[src/rtl/capture_readout_pkg.sv]
// Shared types for the capture readout engine: FSM states and sample width.
package capture_readout_pkg;

  localparam int SAMPLE_W = 4;

  typedef enum logic [2:0] {
    ST_IDLE = 3'd0,
    ST_ADDR = 3'd1,
    ST_READ = 3'd2,
    ST_SEND = 3'd3,
    ST_DONE = 3'd4
  } state_t;

endpackage

[src/rtl/capture_readout.sv]
// Streams captured 4-channel samples out of the circular sample RAM,
// oldest first, packing two samples per byte onto a valid/ready byte link.
module capture_readout
  import capture_readout_pkg::*;
#(
  parameter int ADDR_WIDTH = 13
) (
  input  logic                  i_clk,
  input  logic                  i_rst,
  input  logic                  i_start,
  input  logic [15:0]           i_start_addr,
  input  logic [ADDR_WIDTH:0]   i_num_samples,
  output logic [15:0]           o_ram_addr,
  input  logic [SAMPLE_W-1:0]   i_ram_q,
  output logic [2*SAMPLE_W-1:0] o_tx_data,
  output logic                  o_tx_valid,
  input  logic                  i_tx_ready,
  output logic                  o_busy,
  output logic                  o_done
);

  localparam int CNT_W = ADDR_WIDTH + 1;

  state_t                  r_state;
  logic [ADDR_WIDTH-1:0]   r_ptr;
  logic [CNT_W-1:0]        r_remaining;
  logic                    r_flag;
  logic [2*SAMPLE_W-1:0]   r_tx_data;
  logic                    r_tx_valid;
  logic                    r_busy;
  logic                    r_done;

  logic                    w_last_sample;
  logic                    w_unused_addr_hi;

  // Upper start_addr bits are beyond the RAM depth and deliberately ignored.
  assign w_unused_addr_hi = ^i_start_addr[15:ADDR_WIDTH];
  assign w_last_sample    = (r_remaining == CNT_W'(1));

  assign o_ram_addr = {{(16-ADDR_WIDTH){1'b0}}, r_ptr};
  assign o_tx_data  = r_tx_data;
  assign o_tx_valid = r_tx_valid;
  assign o_busy     = r_busy;
  assign o_done     = r_done;

  always_ff @(posedge i_clk) begin
    if (i_rst) begin
      r_state     <= ST_IDLE;
      r_ptr       <= '0;
      r_remaining <= '0;
      r_flag      <= 1'b0;
      r_tx_data   <= '0;
      r_tx_valid  <= 1'b0;
      r_busy      <= 1'b0;
      r_done      <= 1'b0;
    end else begin
      case (r_state)
        ST_IDLE: begin
          r_done <= 1'b0;
          if (i_start) begin
            if (i_num_samples != '0) begin
              r_ptr       <= i_start_addr[ADDR_WIDTH-1:0];
              r_remaining <= i_num_samples;
              r_flag      <= 1'b0;
              r_busy      <= 1'b1;
              r_state     <= ST_ADDR;
            end else begin
              r_done  <= 1'b1;
              r_state <= ST_DONE;
            end
          end else begin
            r_state <= ST_IDLE;
          end
        end

        // RAM output for r_ptr is valid by the time READ samples it.
        ST_ADDR: begin
          r_state <= ST_READ;
        end

        ST_READ: begin
          if (r_flag) begin
            r_tx_data[2*SAMPLE_W-1:SAMPLE_W] <= i_ram_q;
          end else begin
            r_tx_data <= {{SAMPLE_W{1'b0}}, i_ram_q};
          end
          r_ptr       <= r_ptr + ADDR_WIDTH'(1);
          r_remaining <= r_remaining - CNT_W'(1);
          if (!r_flag && !w_last_sample) begin
            r_flag  <= 1'b1;
            r_state <= ST_ADDR;
          end else begin
            r_tx_valid <= 1'b1;
            r_state    <= ST_SEND;
          end
        end

        ST_SEND: begin
          if (i_tx_ready) begin
            r_tx_valid <= 1'b0;
            r_flag     <= 1'b0;
            if (r_remaining != '0) begin
              r_state <= ST_ADDR;
            end else begin
              r_busy  <= 1'b0;
              r_done  <= 1'b1;
              r_state <= ST_DONE;
            end
          end else begin
            r_state <= ST_SEND;
          end
        end

        ST_DONE: begin
          r_done  <= 1'b0;
          r_state <= ST_IDLE;
        end

        default: begin
          r_tx_valid <= 1'b0;
          r_busy     <= 1'b0;
          r_done     <= 1'b0;
          r_state    <= ST_IDLE;
        end
      endcase
    end
  end

endmodule

[config.mk]
export PLATFORM = sky130hd
export DESIGN_NAME = capture_readout
export DESIGN_NICKNAME = d
export VERILOG_FILES = /design/src/rtl/capture_readout_pkg.sv /design/src/rtl/capture_readout.sv
export SDC_FILE = /design/constraint.sdc
export NUM_CORES = 1
export LEC_CHECK = 0
export BUFFER_PORTS_ARGS = -buffer_cell sky130_fd_sc_hd__buf_2
export CAP_MARGIN = 5
export CORE_ASPECT_RATIO = 1.75
export CORE_MARGIN = 3
export CORE_UTILIZATION = 50
export CTS_CLUSTER_DIAMETER = 40
export DETAILED_ROUTE_END_ITERATION = 6
export GPL_TIMING_DRIVEN = 0
export MAX_ROUTING_LAYER = met4
export PLACE_DENSITY_LB_ADDON = 0.1
export SYNTH_ARGS = -nofsm -noshare
export SYNTH_HDL_FRONTEND = slang
export SYNTH_SLANG_ARGS = --single-unit
[constraint.sdc]
create_clock -name i_clk -period 1.75 [get_ports i_clk]
set_input_delay 0.175 -clock i_clk [delete_from_list [all_inputs] [get_ports i_clk]]
set_output_delay 0.175 -clock i_clk [all_outputs]
set_load 0.01 [all_outputs]
**Word level (Yosys, flattened, before mapping)**

Index checks and enable logic that the tools add are counted.

- Reductions and logical operators: 17
- Eq/ne operators: 11
- Multiplexer cells: 30
- $add $sub $neg: 2
- Bitwise gates (word level): 4

Operator list:

| operator | count |
|---|---|
| $mux 14 | 2 |
| $pmux 14 s2 | 1 |
| $reduce_bool 14->1 | 2 |
| $mux 13 | 2 |
| $pmux 13 s2 | 1 |
| $eq 14x1->1 const B | 1 |
| $sub 14x1->14 const B | 1 |
| $add 13x1->13 const B | 1 |
| $mux 1 | 13 |
| $mux 3 | 4 |
| $ne 2x2->1 const B | 6 |
| $pmux 1 s3 | 4 |
| $pmux 3 s4 | 1 |
| $reduce_and 5->1 | 2 |
| $reduce_and 3->1 | 3 |
| $eq 3x2->1 const B | 2 |
| $reduce_or 3->1 | 2 |
| $mux 4 | 1 |
| $not 1->1 | 4 |
| $eq 3x1->1 const B | 1 |
| $eq 3x3->1 const B | 1 |
| $logic_not 3->1 | 1 |
| $reduce_bool 3->1 | 1 |
| $logic_not 1->1 | 2 |
| 5 further kinds | 5 |

- Output and inout bits: 27
- Input bits: 38
- Bits in registers: 42
- Logic and storage cells: 73

**Longest topological paths before layout**

Gate-level depths: netlist of run 1.

- Depth after elaboration: 5
- Mapped depth: 8
- Mapped depth without buffers: 7

**Worst setup path before layout of run 1**

OpenSTA, ideal clock, no wires.

- Path kind: reg-to-reg
- Start point: register r_ptr[2]
- End point: register r_ptr[12]
- Stages on the path, launching flop included: 6
- Buffers on the path: 0
- Setup slack: 138 ps
- Data required time: 1676 ps
- Arrival: 1537 ps
- Setup time: 74 ps
- Cells stage by stage: dfxtp_1 -> nand2_2 -> nor3_2 -> nand4_1 -> or4_1 -> a31oi_1

- Longest elaborated chain between the ends: 2

Ends and longest elaborated chain:

| what | RTL line | source |
|---|---|---|
| start: declaration | capture_readout.sv:25 | `logic [ADDR_WIDTH-1:0] r_ptr;` |
| start signal: assignment | capture_readout.sv:62 | `r_ptr <= i_start_addr[ADDR_WIDTH-1:0];` |
| start signal: assignment | capture_readout.sv:87 | `r_ptr <= r_ptr + ADDR_WIDTH'(1);` |
| $add 13x1->13 | capture_readout.sv:87 |  |
| $pmux 13 s2 | capture_readout.sv:57 | `case (r_state)` |

No other way between the ends.
A chain may end at the register's enable or synchronous reset.

**Worst setup path after layout of run 1**

- Start point: register r_state[2]
- End point: register r_ptr[11]

- Longest elaborated chain between the ends: 3
- Elaborated cells between the ends (all ways): 7

Ends and longest elaborated chain:

| what | RTL line | source |
|---|---|---|
| start: declaration | capture_readout.sv:24 | `state_t r_state;` |
| start signal: assignment | capture_readout.sv:48 | `r_state <= ST_IDLE;` |
| start signal: assignment | capture_readout.sv:66 | `r_state <= ST_ADDR;` |
| start signal: assignment | capture_readout.sv:69 | `r_state <= ST_DONE;` |
| $eq 3x2->1 or $logic_not 3->1 (tied branches) | capture_readout.sv:57 |  |
| $reduce_bool 2->1 (no source line) or $ne 2x2->1 (tied branches) | n/a |  |
| $reduce_and 3->1 (no source line) | n/a |  |

Parallel ways exist; a longest one is shown, timed or not.

==> results.yml, run 1 <==
outcome:
  status: "finished clean"
critical_path:
  startpoint_type: "flip-flop"
  crit_chain: "buf_4 -> nor3b_4 -> nand3_1 -> or3_1 -> a31oi_1"
  required_ps: 1980
  path_delay_family: "simple AND/OR/NAND/NOR gates"
  criticalPathCategory: "flip-flop to flip-flop"
  crit_fanout: 8
  ff2ff_setup_slack_ps: 30
  slowest_stage: "or3_1"
  arrival_ps: 1950
  worstSetupEndpointType: "flip-flop"
  crit_buf_inv: 1
  cp_slowest_stage_delay_ps: 410
finish:
  fin_area_mm2: 0.00287
  syn2layout_area_growth_pct: 26.4
  layout.area.seq_um2: 845
  fin_util_pct: 67.2
  drive_gt1_share_pct: 31.9
  nets: 404
  multiInputGateArea_mm2: 0.00137
  nFillCells: 407
  diodes: 0
floorplanning:
  fp.dieW_um: 56.9
  initial_core_util_pct: 53.2
  io_pins: 65
  rows: 31
  core_area_mm2: 0.00427
  die-height_um: 95.1
  die_area_mm2: 0.00541
job:
  drv_cap: 0
grt:
  grt_pass1_vias: 2366
  grt_max_degree: 14
  grt_use_total_pct: 26.5
  antenna_found_initial: 0
  overflow: 0
  grt_pass1_wl_um: 10800
drt:
  postRouteAntennaNets: 0
  wl_met2_um: 3580
  wirelength_um: 6960
  drcViolationCount: 0
  vias: 2508
  wl_met3_um: 503
  detail_route.wl_per_cell_um: 16.8
  routed_via_density: 6.07
  wl_met1_um: 2590
  drt_iter0_drc: 153
  top_layer_used: "met4"
  firstDrtPassIters: 4
synthesis:
  syn_area_mm2: 0.00227
  synth.distinct_cells: 56
  synth_seq_area_share_pct: 37.1
  async_flop_share_pct: 0
  yosys_most_used_dff: "dfxtp_1"
  yosys_warnings: 0
  synth_edf_count: 0
  synth.avg_cell_area_um2: 7.85
  synth-seq-cells: 42
  syn_inst: 289
timing:
  period_minus_slack_ps: 1720
  timing_worst_slew_pin_value_ps: 664
  fmax_mhz: 581
  fin_crit_sh_pct: 98.4
  clock_skew_ps: 13.0
  drv_slew: 0
  slew_headroom_pct: 55.7
  fin_setup_tns_ps: 0
  setup_viol: 0
  hold_viol_final: 0
  rsz0062_at_grt: "true"
power:
  leakagePower_nw: 1.19
  p_per_area_mw_per_mm2: 827
  ir_drop_mv: 0.669
  totalPowerFinal_w: 0.00237
worst_hold_path:
  hp-class: "primary input to flip-flop"
placement:
  dp_hpwl_um: 4920
  post_dp_cell_area_mm2: 0.00262
  io_buffers: 57
  place.gp.congestion: 0.918
cts:
  insertion_delay_ps: 310
  clkSlewWorstSetupHoldPaths_ps: 90
  cts_buffer_depth: 2
  cts_sinks: 42
  root_buffer: "clkbuf_8"
  hold_buffers: 0
  htreeDepth: 2
  cts_tree: "yes"
  cts_buffers: 5
-- sequential cells by signal, indices dropped and copies added, names as in the netlist --
register	count
o_busy	1
o_done	1
o_tx_data	8
o_tx_valid	1
r_flag	1
r_ptr	13
r_remaining	14
r_state	3
-- power by group --
group	total [W]	switching, W	internal, W
sequential	0.00112	0.0000904	0.00103
clock	0.000639	0.000357	0.000282
combinational	0.000612	0.000347	0.000265
total	0.00237	0.000794	0.00158
-- layer usage --
layer,vias to the layer above,global-route usage [%]
met1,1172,28.4
met5,-,-
met4,0,14.9
met3,26,4.61
met2,110,45.5
li1,1200,-
-- final cells by class --
cell class,instances,area share [%]
multi-input cells,220,47.6
flip-flops and latches,42,29.5
repair buffers,65,12.0
plain buffers,20,4.62
clock buffers,6,2.53
well taps,49,2.14
inverters,9,1.18
clock inverters,2,0.480
-- path summary, 6_finish.rpt --
check                              endpoint                       from  cells past startpoint
hold / removal    o_tx_data[2]$_SDFFE_PP0P_                 i_ram_q[2]                      3
setup reg to reg     r_ptr[11]$_SDFFE_PP0P_      r_state[2]$_SDFF_PP0_                      5
hold reg to reg   o_tx_data[6]$_SDFFE_PP0P_  o_tx_data[6]$_SDFFE_PP0P_                      2
setup / recovery     r_ptr[11]$_SDFFE_PP0P_      r_state[2]$_SDFF_PP0_                      5
-- cell families after synthesis --
group           share of synthesized area (%)
compound gates                           24.2
xor+xnor                                0.386
fa+ha+maj                                1.65
buf+inv                                  6.23
flops                                    37.1
other cells                             0.165
simple gates                             30.3
-- worst reg2reg max path: stages (launching register included) --
cell and delay, ps:
dfxtp_1 300, buf_4 170, nor3b_4 320, nand3_1 280, or3_1 410, a31oi_1 170
-- what timing repair did --
item	CTS	global route
gates resized for setup	8	21
hold endpoints to repair	0	0
pin swaps	1	2
endpoints found under the setup margin	29	20
buffers inserted	3	4
gates cloned	0	1
-- per-stage QoR --
stage / hold WS [ps] / instances / worst slack, ps
after floorplan: 311 / 291 / 138
after global routing: 123 / 413 / -31.2
after detailed placement: 436 / 397 / -307
after global placement: 431 / 397 / -258
final: 120 / 413 / 28.8
after CTS: 111 / 408 / 0.391
-- cells in the final DEF, fill, tap and decap left out, drive strengths merged, types with 2 or more instances in the layout --
cell type	synthesis	routed
dfxtp	42	42
or2	2	2
a2111oi	2	2
nor2	36	36
or3	3	3
ha	3	3
inv	9	9
buf	13	77
nand2b	2	2
nor3	15	15
o221a	4	4
clkbuf	7	14
a31oi	14	14
o211ai	4	4
nor4b	2	2
nand4	4	4
and4	2	2
a2bb2oi	2	2
nand3	17	17
a21oi	26	26
clkinv	0	2
nor3b	2	2
o21ai	13	13
a211oi	2	2
nand2	32	32
a22oi	2	2
conb	1	3
nor4	8	8
-- synthesized netlist by cell type (all sizes together), types with 2 or more instances --
cell type	number	area [um2]
and4	2	17.5
nand3	17	85.1
or3	3	18.8
nor2	36	135
nor4	8	68.8
a2bb2oi	2	17.5
clkbuf	7	26.3
ha	3	37.5
or2	2	12.5
dfxtp	42	841
o211ai	4	30.0
a21oi	26	134
nor3	15	85.1
o221a	4	45.0
a2111oi	2	30.0
nor3b	2	20.0
buf	13	81.3
a211oi	2	15.0
nand2b	2	12.5
nand2	32	123
o21ai	13	65.1
inv	9	33.8
nor4b	2	32.5
a22oi	2	15.0
nand4	4	31.3
a31oi	14	87.6
Power figures use the tool's default switching activity.
==> run 2, diff against run 1 <==
--- a/config.mk
+++ b/config.mk
@@ -6,10 +6,10 @@
 export NUM_CORES = 1
 export LEC_CHECK = 0
 export BUFFER_PORTS_ARGS = -buffer_cell sky130_fd_sc_hd__buf_2
-export CAP_MARGIN = 5
 export CORE_ASPECT_RATIO = 1.75
 export CORE_MARGIN = 3
 export CORE_UTILIZATION = 50
+export CTS_BUF_LIST = sky130_fd_sc_hd__clkbuf_8
 export CTS_CLUSTER_DIAMETER = 40
 export DETAILED_ROUTE_END_ITERATION = 6
 export GPL_TIMING_DRIVEN = 0
==> run 2 against run 1 <==
Compared with the run above:
- setup slack worse by 2.4 ps
- worst hold slack hardly changed
- die area stayed put
- via count barely moved
- final cell count did not move
- routed wire length about the same
- clock-buffer cell count fell by 1
- combinational power barely moved
- critical path depth unchanged
- core utilization unchanged
- total power fell by 0.19%
- non-clock buffer count stayed put
==> results.yml, run 2 (synthesis gave the netlist of run 1 again) <==
critical_path:
  path_delay_family: "simple AND/OR/NAND/NOR gates"
  crit_buf_inv: 1
  crit_fanout: 8
  crit_chain: "buf_4 -> nor3b_4 -> nand3_1 -> or3_1 -> a31oi_1"
  startpoint_type: "flip-flop"
  required_ps: 1980
  worstSetupEndpointType: "flip-flop"
  r2r_cells: 5
  cp.depth: 5
  cp_slowest_stage_delay_ps: 410
  criticalPathCategory: "flip-flop to flip-flop"
  arrival_ps: 1960
  slowest_stage: "or3_1"
cts:
  insertion_delay_ps: 310
  cts_tree: "yes"
  cts_buffers: 5
  htreeDepth: 2
  clkSlewWorstSetupHoldPaths_ps: 90
  cts_sinks: 42
  root_buffer: "clkbuf_8"
  cts_buffer_depth: 2
grt:
  grt_use_total_pct: 26.5
  grt_pass1_wl_um: 10800
  antenna_found_initial: 0
  grt_pass1_vias: 2366
  grt_max_degree: 14
  overflow: 0
finish:
  top_register: "r_remaining"
  largest_reg_flops: 14
  syn2layout_area_growth_pct: 26.4
  final_cell_mix: "61 x buf_2, 39 x dfxtp_1, 36 x nor2_1"
  diodes: 0
  nets: 404
  drive_gt1_share_pct: 31.9
  fin_util_pct: 67.2
  layout_commonest_cell: "buf_2"
floorplanning:
  die_area_mm2: 0.00541
  core_area_mm2: 0.00427
  initial_core_util_pct: 53.2
  rows: 31
  io_pins: 65
  fp.dieW_um: 56.9
  die-height_um: 95.1
timing:
  timing_worst_slew_pin_value_ps: 664
  fin_crit_sh_pct: 98.5
  fmax_mhz: 580
  hold_viol_final: 0
  clock_skew_ps: 12.9
  period_minus_slack_ps: 1720
  drv_slew: 0
  rsz0062_at_grt: "true"
  slew_headroom_pct: 55.8
  setup_viol: 0
  hold_slack_ps: 120
drt:
  postRouteAntennaNets: 0
  drcViolationCount: 0
  routed_via_density: 6.07
  vias: 2506
  drt_iter0_drc: 154
  detail_route.wl_per_cell_um: 16.8
  wirelength_um: 6960
  firstDrtPassIters: 4
power:
  ir_drop_mv: 0.670
  leakagePower_nw: 1.19
  p_per_area_mw_per_mm2: 826
worst_hold_path:
  hp-class: "primary input to flip-flop"
  whs_path_depth: 3
outcome:
  status: "finished clean"
job:
  drv_cap: 0
placement:
  dp_hpwl_um: 4920
  place.gp.congestion: 0.918
  io_buffers: 57
[run 2: cell count changes in the layout (fill, tap and decap cells not counted)]
cell	previous run	this run
clkbuf_1	7	6
inv_1	9	10
[run 2: tightest hold or removal path: cells and delay by family]
family / cells / cell delay (ps)
buf+inv: 1 / 110
simple gates: 1 / 50
compound gates: 1 / 50
[run 2: layout make-up]
class | count | area, um2
buffer | 20 | 133
clock buffer | 5 | 68.8
clock inverter | 3 | 17.5
fill | 407 | 1400
inverter | 9 | 33.8
multi-input combinational | 220 | 1370
sequential | 42 | 845
tap | 49 | 61.3
timing repair buffer | 65 | 343
[run 2: power breakdown]
part | internal (W) | switching (W)
logic | 0.000265 | 0.000348
clock network | 0.000276 | 0.000358
registers | 0.00103 | 0.0000904
total | 0.00157 | 0.000796
[run 2: layer usage]
metal  global-route usage, %  vias to the layer above  wire (um)
met2                    45.5                      113       3580
met5                       -                        -          0
met1                    28.4                     1165       2570
met4                    14.9                        0        314
met3                    4.61                       28        490
li1                        -                     1200          -
[run 2: worst paths after layout]
path / startpoint / slack (ps) / end
worst max-delay path: r_state[2]$_SDFF_PP0_ / 30 / r_ptr[11]$_SDFFE_PP0P_
worst min-delay path: i_ram_q[2] / 120 / o_tx_data[2]$_SDFFE_PP0P_
worst max register to register: r_state[2]$_SDFF_PP0_ / 30 / r_ptr[11]$_SDFFE_PP0P_
worst min register to register: o_tx_data[6]$_SDFFE_PP0P_ / 450 / o_tx_data[6]$_SDFFE_PP0P_
[run 2: per-stage QoR]
step                      setup TNS [ps]  setup WS [ps]  instances  instance area (um2)  total power (W)
after floorplan                        0            138        291                 2280          0.00147
after global placement             -2130           -258        397                 2620          0.00165
after detailed placement           -2640           -307        397                 2620          0.00166
after CTS                              0          0.391        408                 2760          0.00231
after global routing               -84.8          -31.0        413                 2870          0.00248
final                                  0           26.4        413                 2870          0.00237
[run 2: timing repair]
| item | CTS | global route |
|---|---|---|
| gates resized for setup | 8 | 21 |
| buffers inserted | 3 | 4 |
| cloned | 0 | 1 |
| setup endpoints to repair | 29 | 20 |
| hold buffers | 0 | 0 |
| pin swaps | 1 | 2 |
